### src/rtl/accumulator.sv
// Running-total accumulator: adds the unsigned addend A into a registered
// sum on every rising clock edge, with either modulo wrap or saturation at
// all-ones, and a sticky overflow flag that records any carry-out since the
// last reset.
module accumulator #(
  parameter int WIDTH    = 32,
  parameter bit SATURATE = 1'b0
) (
  input  logic             clk,
  input  logic             rst,
  input  logic [WIDTH-1:0] A,
  output logic [WIDTH-1:0] sum,
  output logic             ovf
);

  // One bit wider than the operands so the carry-out is kept rather than lost.
  logic [WIDTH:0]   full_sum;
  logic             carry;
  logic [WIDTH-1:0] next_sum;

  // Form the true sum and pick the wrapped or clamped value for the next total.
  always_comb begin
    // NOTE: every always_comb output gets a default before any branch, so a
    // missing else can never leave a value held and infer a latch.
    next_sum = '0;
    full_sum = {1'b0, sum} + {1'b0, A};
    carry    = full_sum[WIDTH];
    if (SATURATE && carry) begin
      next_sum = '1;
    end else begin
      next_sum = full_sum[WIDTH-1:0];
    end
  end

  // Register the running total and the sticky overflow flag; reset wins.
  always_ff @(posedge clk) begin
    // NOTE: state is written with <= so every register samples the values
    // from before the edge; blocking = here would create order-dependent races.
    if (rst) begin
      sum <= '0;
      ovf <= 1'b0;
    end else begin
      sum <= next_sum;
      ovf <= ovf | carry;
    end
  end

endmodule

### config.mk
export PLATFORM = sky130hd
export DESIGN_NAME = accumulator
export DESIGN_NICKNAME = d
export VERILOG_FILES = /design/src/rtl/accumulator.sv
export SDC_FILE = /design/constraint.sdc
export NUM_CORES = 1
export LEC_CHECK = 0
export ABC_AREA = 0
export CAP_MARGIN = 25
export CORE_ASPECT_RATIO = 1.75
export CORE_MARGIN = 2
export CORE_UTILIZATION = 35
export DETAILED_ROUTE_END_ITERATION = 7
export PLACE_DENSITY = 0.73
export SLEW_MARGIN = 10
export SYNTH_ARGS = -nofsm -noshare
export SYNTH_HDL_FRONTEND = slang
export SYNTH_SLANG_ARGS = --single-unit
### constraint.sdc
create_clock -name clk -period 2.3 [get_ports clk]
set_input_delay 0.345 -clock clk [delete_from_list [all_inputs] [get_ports clk]]
set_output_delay 0.345 -clock clk [all_outputs]
set_load 0.02 [all_outputs]
==> summary.md <==
| Metric | Value |
|---|---|
| Post-Synth Adder-Cell Area | 0.1536 |
| Grt ovf | 0 |
| Drt first pass iters | 4 |
| Seq/Total Area, Yosys | 0.2414 |
| Area grow syn2layout | 68.45% |
| FF+latch count, synth | 33 |
| RSZ-0062 raised after global routing | true |
| Pre-CTS WS | -513.0 ps |
| H-tree depth | 2 |
| Cell Rows | 42 |
| Number of global-route vias before repair | 3,135 |
| Leakage | 0.002006 uW |
| Period minus WS final | 2418 ps |
| WL/cell | 15.44 um |
| Arr. time, crit path | 2640 ps |
| Initial antenna violation count | 0 |
| Final core occ | 0.6091 |
| N_diodes | 0 |
| Slew headroom | 0.7240 |
| CTS tree | yes |
| CTS buffer count | 5 |
| Syn Area/Cell | 8.343 um2 |
| Final #Nets | 551 |
| Clock buffer depth | 2 |
| Horiz. Die Dim | 70.84 um |
| Final Setup Violations | 11 |
| DIE AREA | 0.008570 mm2 |
| Post-Layout Inst Area | 0.004609 mm2 |
| Fin. Hold Viols | 0 |
| Synth Area in Compound Gates | 0.2570 |
| Clock Latency Late Sink | 280 ps |
| Clock transition at the registers of the reported paths | 60 ps |
| Synth warnings | 0 |
| Gr usage total | 0.2011 |
| Worst hold path depth | 3 |
| Post-cts hold buffer count | 0 |
| Largest family of logic cells by synthesized area | compound AO/OA/AOI/OAI gates |
| PortBufs | 66 |
| Setup_tns | -833.7 ps |
| Pwr/cell area | 1449 mW/mm2 |
| Post-route DRC violation count | 0 |
| Post-Synth XOR/XNOR Area | 0.07682 |
| WP data required | 2520 ps |
| Synth Instances | 328 |
| Slew Limit Fails | 0 |
| Clk sinks | 33 |
| Starting density of the core | 0.3616 |
| # Max-Cap Violations | 0 |
| R2R cell count | 10 |
| Hold WC Path Type | primary input to register |
| Max Fanout on Critical Path | 4 |
| Crit Path Category | register to register |
| Final period utilization | 1.051 |
| Drt initial violations | 139 |
| Worst-margin pin slew | 412.7 ps |
| Worst setup EP type | register |
| Worst Slack Setup Final | -117.9 ps |
| Worst Setup Start Kind | register |
| Worst VDD drop | 0.0008600 V |
| Largest net degree at the start of global routing | 17 |
| Via count | 3,034 |
| Most common cell after layout, fill and taps aside | buf_4 |
| Core area | 0.007567 mm2 |
| Number of nets still failing antenna checks after routing | 0 |
| Root Buffer | clkbuf_16 |
| Most frequent cells in the layout | buf_4, clkdlybuf4s50_1, nor2_1, dfxtp_1, nand2_1 |
| GPL Wtd Cong | 0.9082 |
| Share of cells above drive strength 1 | 0.3464 |
| Global-route wire length before repair | 13,760 um |
| Drt total wl | 8845 um |
| Synth cell types | 53 |
| I/O pins | 67 |
| Post-DP HPWL | 6428 um |
| Die height | 121.0 um |
| Status | complete, but fails checks |
| Post-Syn Area | 0.002736 mm2 |
| Syn nets | 395 |
| Simple-gate share of the synthesized area | 0.1966 |
| Failing checks | negative setup slack |
| DR vias/cell | 5.295 |
| DP Area | 0.004056 mm2 |
| Final clock skew | 2.924 ps |
| Fmax | 413.6 MHz |
| Mux cell area share after synthesis | 0.008230 |
## stage by stage
stage / std cells / hold WS [ps] / power, uW
6_report: 573 / 562.0 / 6680
2_1_floorplan: 328 / 526.2 / 3456
4_1_cts: 569 / 551.8 / 6351
3_3_place_gp: 556 / 576.7 / 5183
3_5_place_dp: 556 / 591.4 / 5245
5_1_grt: 573 / 580.5 / 7116
## power by group
part / switching [uW] / total [uW] / internal, uW
clock network: 265 / 806 / 541
registers: 189 / 1010 / 824
logic: 2370 / 4860 / 2490
total: 2830 / 6680 / 3850
## Yosys cell counts (all sizes together)
master | instances | area, um2
a211oi | 1 | 7.510
mux2 | 2 | 22.52
buf | 14 | 135.1
a31oi | 9 | 71.32
nor3 | 11 | 76.33
o211ai | 1 | 7.510
fa | 1 | 20.02
o22ai | 1 | 6.260
and3 | 1 | 11.26
ha | 32 | 400.4
o31a | 1 | 8.760
o31ai | 1 | 7.510
clkbuf | 4 | 16.26
or3 | 1 | 6.260
o32ai | 2 | 25.03
nand4 | 9 | 71.32
a221o | 1 | 10.01
nor2 | 40 | 150.1
a221oi | 2 | 23.77
xor2 | 14 | 122.6
xnor2 | 10 | 87.58
nand3 | 12 | 65.06
o21bai | 6 | 45.04
o311a | 1 | 10.01
o21ai | 20 | 103.9
nand2 | 29 | 113.9
nor4 | 1 | 6.260
nor2b | 5 | 31.28
inv | 8 | 30.03
o21a | 3 | 22.52
a21o | 10 | 75.07
a21boi | 1 | 7.510
o211a | 1 | 17.52
a2111oi | 2 | 42.54
dfxtp | 33 | 660.6
o2111ai | 1 | 8.760
and2 | 1 | 6.260
a21oi | 36 | 202.7
## layer usage
layer  track usage  routed length [um]  up-vias  share of wire
li1              -                   -     1499              -
met1        0.1942                3158     1419           0.36
met2        0.3826                4957       81           0.56
met3       0.03156                 275       35          0.031
met4        0.1274                 454        0          0.051
met5             0                   0        -              0
## logic make-up (layout without fill, tap and decap cells)
group,count (synthesis),in the layout
adder cells (fa/ha/maj),33,33
AND/OR/NAND/NOR,110,110
AO/OA/AOI/OAI,100,100
multiplexers,2,2
flip-flops,33,33
XOR/XNOR,24,24
buffers and inverters,26,183
## what timing repair did
| action | 4_1_cts | 5_1_grt |
|---|---|---|
| pin swaps | 23 | 16 |
| endpoints found under the setup margin | 17 | 21 |
| gates resized for setup | 25 | 31 |
| buffers inserted | 5 | 4 |
| endpoints found under the hold margin | 0 | 0 |
| cloned | 0 | 0 |
## sequential cells by signal, indices dropped and copies added, names as in the netlist
name / cells
ovf: 1
sum: 32
## cell type report
class	count	area (um2)
timing repair buffer	167	1443
inverter	8	30.03
fill	649	2958
clock inverter	1	30.03
sequential	33	661.9
multi-input combinational	269	2192
tap	88	110.1
clock buffer	7	142.6
## path summary, 6_finish.rpt
kind	start	end	slack (ps)
worst max-delay path	sum[0]	sum[24]	-120
worst max register to register	sum[0]	sum[24]	-120
worst min register to register	sum[0]	sum[0]	640
worst min-delay path	A[1]	sum[1]	560
## worst max-delay path, cell delays in order (launching register included)
cell and delay [ps]:
dfxtp_2 330, ha_4 170, fa_2 390, a21o_1 240
a221o_1 370, a21oi_4 200, nand2_2 120, buf_4 150
nand3_1 110, nand3_1 120, a21oi_2 160
Note: power is estimated with default switching activity, not from simulation.
